<file path="config.mk">
export PLATFORM = sky130hd
export DESIGN_NAME = formant_smoother
export DESIGN_NICKNAME = d
export VERILOG_FILES = /design/src/rtl/formant_smoother.sv
export SDC_FILE = /design/constraint.sdc
export NUM_CORES = 2
export LEC_CHECK = 0
export BUFFER_PORTS_ARGS = -buffer_cell sky130_fd_sc_hd__buf_2
export CORE_MARGIN = 4
export CORE_UTILIZATION = 43
export CTS_BUF_LIST = sky130_fd_sc_hd__clkbuf_16
export CTS_CLUSTER_SIZE = 14
export DETAILED_ROUTE_END_ITERATION = 12
export GPL_ROUTABILITY_DRIVEN = 0
export PLACE_DENSITY = 0.61
export SYNTH_ARGS = -nofsm -noshare
export SYNTH_HDL_FRONTEND = slang
export SYNTH_SLANG_ARGS = --single-unit
</file>
<file path="constraint.sdc">
create_clock -name clk_in -period 6.75 [get_ports clk_in]
set_input_delay 0.3375 -clock clk_in [delete_from_list [all_inputs] [get_ports clk_in]]
set_output_delay 0.3375 -clock clk_in [all_outputs]
set_load 0.05 [all_outputs]
</file>
<file path="src/rtl/formant_smoother.sv">
// formant_smoother: serial per-lane moving average over the last AVG_FRAMES formant frames (optional FORMANT_SPIKE_REJECT_EN)
module formant_smoother #(
  parameter int BIT_WIDTH    = 32,
  parameter int FORMANTS     = 5,
  parameter int AVG_FRAMES   = 4,
  parameter int SPIKE_THRESH = 1000
) (
  input  logic                                  clk_in,
  input  logic                                  rst_n_in,
  input  logic                                  formant_valid,
  input  logic [0:FORMANTS-1][BIT_WIDTH-1:0]    formant_freq,
  input  logic                                  clear_in,
  input  logic                                  out_ready,
  output logic                                  smooth_valid,
  output logic [0:FORMANTS-1][BIT_WIDTH-1:0]    smooth_freq,
  output logic [$clog2(AVG_FRAMES+1)-1:0]       frames_held,
  output logic                                  overflow_drop
);
  localparam int L  = $clog2(AVG_FRAMES);
  localparam int SW = BIT_WIDTH + L;
  localparam int HW = $clog2(AVG_FRAMES+1);
  localparam int FW = FORMANTS > 1 ? $clog2(FORMANTS) : 1;
`ifdef FORMANT_SPIKE_REJECT_EN
  localparam bit REJECT = 1'b1;
`else
  localparam bit REJECT = 1'b0;
`endif
  typedef enum logic [1:0] {IDLE, ACCUM, OUTPUT} state_t;
  state_t state, state_nx;
  logic [0:FORMANTS-1][BIT_WIDTH-1:0] cap;
  logic [BIT_WIDTH-1:0] hist [AVG_FRAMES][FORMANTS];
  logic [SW-1:0] sum [FORMANTS];
  logic [L-1:0] wp;
  logic [FW-1:0] f;
  logic last, full, spike;
  logic [SW-1:0] cur_sum, new_sum;
  logic [BIT_WIDTH-1:0] old, capf, avg_old, dev, use_v, lane_out;
  // Lane datapath: running-sum update and output value for the lane selected by f
  always_comb begin
    last     = f == FW'(FORMANTS-1);
    full     = frames_held == HW'(AVG_FRAMES);
    cur_sum  = sum[f];
    old      = hist[wp][f];
    capf     = cap[f];
    avg_old  = BIT_WIDTH'(cur_sum >> L);
    dev      = capf >= avg_old ? capf - avg_old : avg_old - capf;
    spike    = REJECT && full && dev > BIT_WIDTH'(SPIKE_THRESH);
    use_v    = spike ? avg_old : capf;
    new_sum  = cur_sum - SW'(old) + SW'(use_v);
    lane_out = (full || frames_held == HW'(AVG_FRAMES-1)) ? BIT_WIDTH'(new_sum >> L) : capf;
  end
  // Next-state logic; clear forces IDLE from any state
  always_comb begin
    state_nx = state;
    state_nx = clear_in ? IDLE :
               state == IDLE  ? (formant_valid ? ACCUM : IDLE) :
               state == ACCUM ? (last ? OUTPUT : ACCUM) :
               (smooth_valid && out_ready ? IDLE : OUTPUT);
  end
  // State register
  always_ff @(posedge clk_in or negedge rst_n_in) begin
    if (!rst_n_in) state <= IDLE;
    else state <= state_nx;
  end
  // History, sums, capture, outputs and drop reporting
  always_ff @(posedge clk_in or negedge rst_n_in) begin
    if (!rst_n_in) begin
      cap           <= '0;
      wp            <= '0;
      f             <= '0;
      frames_held   <= '0;
      smooth_freq   <= '0;
      smooth_valid  <= 1'b0;
      overflow_drop <= 1'b0;
      for (int i = 0; i < FORMANTS; i++) sum[i] <= '0;
      for (int j = 0; j < AVG_FRAMES; j++)
        for (int i = 0; i < FORMANTS; i++) hist[j][i] <= '0;
    end else begin
      overflow_drop <= formant_valid && !clear_in && state != IDLE;
      if (clear_in) begin
        wp           <= '0;
        f            <= '0;
        frames_held  <= '0;
        smooth_valid <= 1'b0;
        for (int i = 0; i < FORMANTS; i++) sum[i] <= '0;
        for (int j = 0; j < AVG_FRAMES; j++)
          for (int i = 0; i < FORMANTS; i++) hist[j][i] <= '0;
      end else begin
        if (state == IDLE && formant_valid) begin
          cap <= formant_freq;
          f   <= '0;
        end
        if (state == ACCUM) begin
          sum[f]         <= new_sum;
          hist[wp][f]    <= use_v;
          smooth_freq[f] <= lane_out;
          f              <= f + 1'b1;
          if (last) begin
            wp          <= wp + 1'b1;
            frames_held <= full ? frames_held : frames_held + 1'b1;
          end
        end
        if (state == OUTPUT) smooth_valid <= !(smooth_valid && out_ready);
      end
    end
  end
endmodule
</file>
---- Word level (Yosys, flattened, before mapping) ----
Index checks and enable logic that the tools add are counted.
word-level totals
  input port bits ......................... 165
  output and inout bits ................... 165
  flip-flop bits (word level) ............. 1,142
cells by class
  order comparisons ....................... 4
  muxes and demuxes ....................... 44
  add/subtract/negate cells ............... 5
  reduce and logical (&&, ||, !) cells .... 19
  equal/unequal tests ..................... 6
  bitwise operators ....................... 3
operators by type and width
  kind                 count
  $mux 640             2
  $bwmux 640           1
  $mux 160             3
  $mux 170             2
  $bmux 160 s2         1
  $demux 160 s2        1
  $bmux 32 s3          2
  $mux 32              6
  $bwmux 170           1
  $bwmux 160           1
  $bmux 34 s3          1
  $demux 34 s3         1
  $mux 34              3
  $demux 32 s3         1
  $add 34x32->34       1
  $sub 34x32->34       1
  $mux 3               7
  $mux 2               8
  $reduce_bool 2->1    4
  $add 3x1->3 const B  2
  $eq 3x3->1 const B   2
  $logic_and 1x1->1    6
  $reduce_and 2->1     3
  $ge 4x4->1 const B   1
  17 further kinds     20

---- Longest topological paths before layout ----
  depth after elaboration ................. 12
  mapped depth ............................ 21
  mapped depth without buffers ............ 17

---- Worst setup path before layout ----
OpenSTA, ideal clock, no wires.
  path kind ............................... reg-to-reg
  start ................................... reg wp[0]
  end ..................................... reg smooth_freq[154] in the netlist's numbering
  setup slack ............................. 1,697 ps
  data required time ...................... 6,625 ps
  path buffers ............................ 4
  setup time .............................. 125 ps
  data arrival time ....................... 4,928 ps
  clock period less this slack ............ 5,053 ps
  stages on the path, launching flop included .. 20
  path through ............................ dfrtp_1 > buf_2 > buf_2 > buf_2 > buf_2 > mux4_2 > mux2i_1 > o22ai_1 > ha_1 > inv_1 > ha_1 > fa_1 > a211oi_1 > o21ai_1 > o311ai_2 > a2111oi_2 > o21ai_1 > nor3b_1 > o31ai_2 > mux2_2
on the way
  longest elaborated chain between the ends .. 11
ends and longest elaborated chain
  element                                       RTL line  source
  start, declared                               33        logic [L-1:0] wp;
  start signal, assigned                        99        wp <= wp + 1'b1;
  $not 2->3 (not written as such)               43        old = hist[wp][f];
  $bmux 160 s2                                  43
  $mux 160 (not written as such) (2 in series)  43
  $bmux 32 s3                                   43
  $mux 32 (not written as such) (2 in series)   43
  $sub 34x32->34                                49        new_sum = cur_sum - SW'(old) + SW'(use_v);
  $add 34x32->34                                49
  $mux 32                                       50        lane_out = (full || frames_held == HW'(AVG_FRAMES-1)) ? BIT_WIDTH'(new_sum >> L) : capf;
  $bwmux 160                                    96        smooth_freq[f] <= lane_out;
  end signal, assigned by index                 96
  end, declared                                 15        output logic [0:FORMANTS-1][BIT_WIDTH-1:0] smooth_freq,
Every way passes these cells. The select of a mux whose other input is x is not followed.
A chain may end at the register's enable or synchronous reset.

---- Worst setup path in the final report ----
  start ................................... reg f[0]
  end ..................................... reg sum[127] in the netlist's numbering
on the way
  longest elaborated chain between the ends .. 9
  elaborated cells on any way between the ends .. 20
  those cells by class .................... 2 x add/sub; 2 x order compare; 14 x mux; 1 x bitwise; 1 x reduce/logical
ends and longest elaborated chain
  element                                                                        RTL line  source
  start, declared                                                                34        logic [FW-1:0] f;
  start signal, assigned                                                         97        f <= f + 1'b1;
  $not 3->4 (not written as such) *                                              --
  $bmux 34 s3 / $bmux 32 s3 (equally long branches)                              42, 43
  $mux 34 (not written as such) / $mux 32 (equally long branches) (2 in series)  42, 43
  $sub 34x32->34                                                                 49
  $add 34x32->34                                                                 49
  $bwmux 170 *                                                                   94        sum[f] <= new_sum;
  $mux 170 *                                                                     93        if (state == ACCUM) begin
  $mux 170 *                                                                     80        if (clear_in) begin
  end signal, assigned by index                                                  94
  end, declared                                                                  32        logic [SW-1:0] sum [FORMANTS];
Mark *: on every way between the ends. The rest lies on a longest branch, timed or not. The select of a mux whose other input is x is not followed.

==> results.yml <==
run_status:
  status: "completed"
timing:
  hold_viol: 0
  max_freq_mhz: 168
  maxSlewViolCount: 0
  setup_viol: 0
  finalSetupTns_ns: 0
  max_slew_margin: 0.221
  fin_crit_sh: 0.883
  fin_crit_ns: 5.96
  tightest_slew_ns: 1.16
  rsz0062_at_grt: "false"
  clock-skew-final_ns: 0.0352
hold_path:
  min_path_cells: 2
  hold_path_end: "f[0]"
  min-delay-start: "clear_in"
  min_path_type: "in -> reg"
route:
  drt-total-wl_um: 168000
  drtAntennaViolNets: 0
  wire_per_inst_um: 25.0
  viasPerCell: 5.83
  drcViolationCount: 0
  firstDrtPassIters: 9
  num_vias: 39217
  initialDrtViolationCount: 3842
cts:
  cts_resized: 0
  cts_tree: "done"
  cts.sinks: 1142
  cts-root-buf: "clkbuf_16"
  path_clk_slew_ns: 0.06
  cts-htree-levels: 3
  clock_latency_ns: 0.72
  numCtsBuffers: 117
  clk_path_buf_depth: 3
synth:
  synth.most_common_cell: "dfrtp_1"
  ys_types: 69
  ys_top_cells_by_area: "dfrtp_1 (56%), mux4_2 (8.6%), o21ai_0 (7.9%), nand2_1 (7.0%), mux2_2 (4.5%)"
  async_reset_ff_frac: 1.00
  synth_common_cells: "dfrtp_1 (1142), nand2_1 (953), o21ai_0 (811)"
  yosysWarnings: 0
  avgSynthCellArea_um2: 11.0
  netlist_area_mm2: 0.0515
  synth_edf_count: 0
  synth_top_area_frac: 0.555
  synth_seq_cells: 1142
  synth_cells: 4662
  synth_top_cell_by_area: "dfrtp_1"
  synth_ff_type: "dfrtp_1"
  synth_fp_nets: 4901
  seq_area_frac_synth: 0.555
critical_path:
  start_kind: "flop"
  rrSetupSlack_ns: 0.79
  crit_path_max_fanout: 30
  r2r_cells: 17
  slowest_stage: "dfrtp_4"
  slowest_delay_ns: 0.90
  timing.rr.end: "sum[127]"
  worstSetupEndpointType: "flop"
  rr_startpoint: "f[0]"
  critPathRequiredTime_ns: 7.39
  path_buf_inv: 4
  startpoint: "f[0]"
  cp_cell_sequence: "inv_4 > nor2_1 > buf_4 > a22oi_1 > o22a_1 > fa_1 > inv_1 > ha_1 > and4_1 > nand4_1 > a211oi_2 > nor4_1 > buf_4 > or4_4 > and3_4 > nor2_1 > a22o_1"
  crit_family: "simple AND/OR/NAND/NOR gates"
  path_class: "reg -> reg"
  arrival_ns: 6.60
final_layout:
  nNetsFinal: 5271
  fin_util: 0.511
  ff_latch_area_mm2: 0.0286
  area_delta_synth_final_pct: 17.6
  multiInputGateArea_mm2: 0.0214
  drive_gt1_frac: 0.222
  nFillCells: 10412
  final_cells: 6732
grt:
  grt_start_max_net_pins: 178
  grt_pass1_vias: 40667
  grt_first_pass_wirelength_um: 259000
  overflow: 0
  antenna_found_initial: 4
  track_usage: 0.268
floorplanning:
  start_util: 0.435
  die_w_um: 354
  io_pins: 330
  fp.dieArea_mm2: 0.125
  num_rows: 126
  core-area_mm2: 0.118
  die_h_um: 354
power:
  p_per_area_mw_per_mm2: 352
  p_leak_nw: 27.1
  ir_drop_mv: 0.235
run:
  cap_violations: 0
place:
  dp_hpwl_um: 104000
  placed_cells: 6350
  port-buffer-count: 329
## worst max path at each step
stage / cells past startpoint / slack [ns] / to
floorplan: 19 / 1.70 / smooth_freq[154]
global placement: 17 / 0.96 / smooth_freq[59]
detailed placement: 17 / 0.95 / smooth_freq[31]
CTS: 17 / 0.94 / smooth_freq[59]
global route: 17 / 0.54 / smooth_freq[95]
finish: 17 / 0.79 / sum[127]
## kinds of logic (layout without fill, tap and decap cells)
group,after synthesis,after routing,share of synthesized area
XOR/XNOR,27,27,0.00474
AO/OA/AOI/OAI,1331,1331,0.150
AND/OR/NAND/NOR,1147,1147,0.0878
adder cells (fa/ha/maj),74,74,0.0227
flip-flops,1142,1142,0.555
multiplexers,469,469,0.144
other,0,4,0
buffers and inverters,472,938,0.0353
## cell usage in the layout (no fill, tap or decap), types with 117 or more instances in the layout
master / instances
dfrtp_1: 1137
nand2_1: 945
o21ai_0: 811
buf_2: 327
mux2_2: 204
mux4_2: 197
dlygate4sd3_1: 163
a21oi_1: 158
buf_4: 143
a22o_1: 130
clkbuf_16: 117
## per-stage QoR
stage | cell area (µm²) | power [mW] | setup slack (ns) | hold slack (ns)
after floorplan | 51500 | 12.5 | 1.70 | 0.0419
after global placement | 55300 | 14.9 | 0.963 | 0.455
after detailed placement | 55300 | 15.0 | 0.954 | 0.463
after CTS | 60500 | 21.3 | 0.940 | 0.0641
after global routing | 60500 | 22.3 | 0.541 | 0.103
final | 60500 | 21.3 | 0.790 | 0.124
## cell type report
cell class	count	share of cell area
antenna	4	0.000165
clock buffer	117	0.0484
inverter	77	0.00482
sequential	1142	0.472
clock inverter	98	0.0110
timing repair buffer	646	0.0759
multi-input combinational	3048	0.354
tap	1600	0.0331
## power by group
part | switching (mW) | internal, mW | leakage [nW] | total [mW]
clock network | 2.80 | 3.41 | 1.88 | 6.21
logic | 5.12 | 2.26 | 9.70 | 7.38
registers | 0.337 | 7.41 | 15.5 | 7.74
## per-layer routing
metal | GRT usage | routed length [µm] | up-vias
met1 | 0.359 | 67600 | 19977
li1 | - | - | 17142
met4 | 0.0945 | 6200 | 0
met2 | 0.437 | 80700 | 1758
met5 | 0 | 0 | -
met3 | 0.0531 | 13900 | 340
## flip-flops by register name, indices dropped and copies added, names as in the netlist
register and count:
f 3, cap 160, overflow_drop 1, smooth_valid 1, wp 2, hist 640, state 2, sum 170
smooth_freq 160, frames_held 3
## what timing repair did
action	4_1_cts	5_1_grt
hold endpoints to repair	245	0
setup buffers	0	0
hold buffers	163	0
No activity file was read; power rests on OpenSTA's default activity.
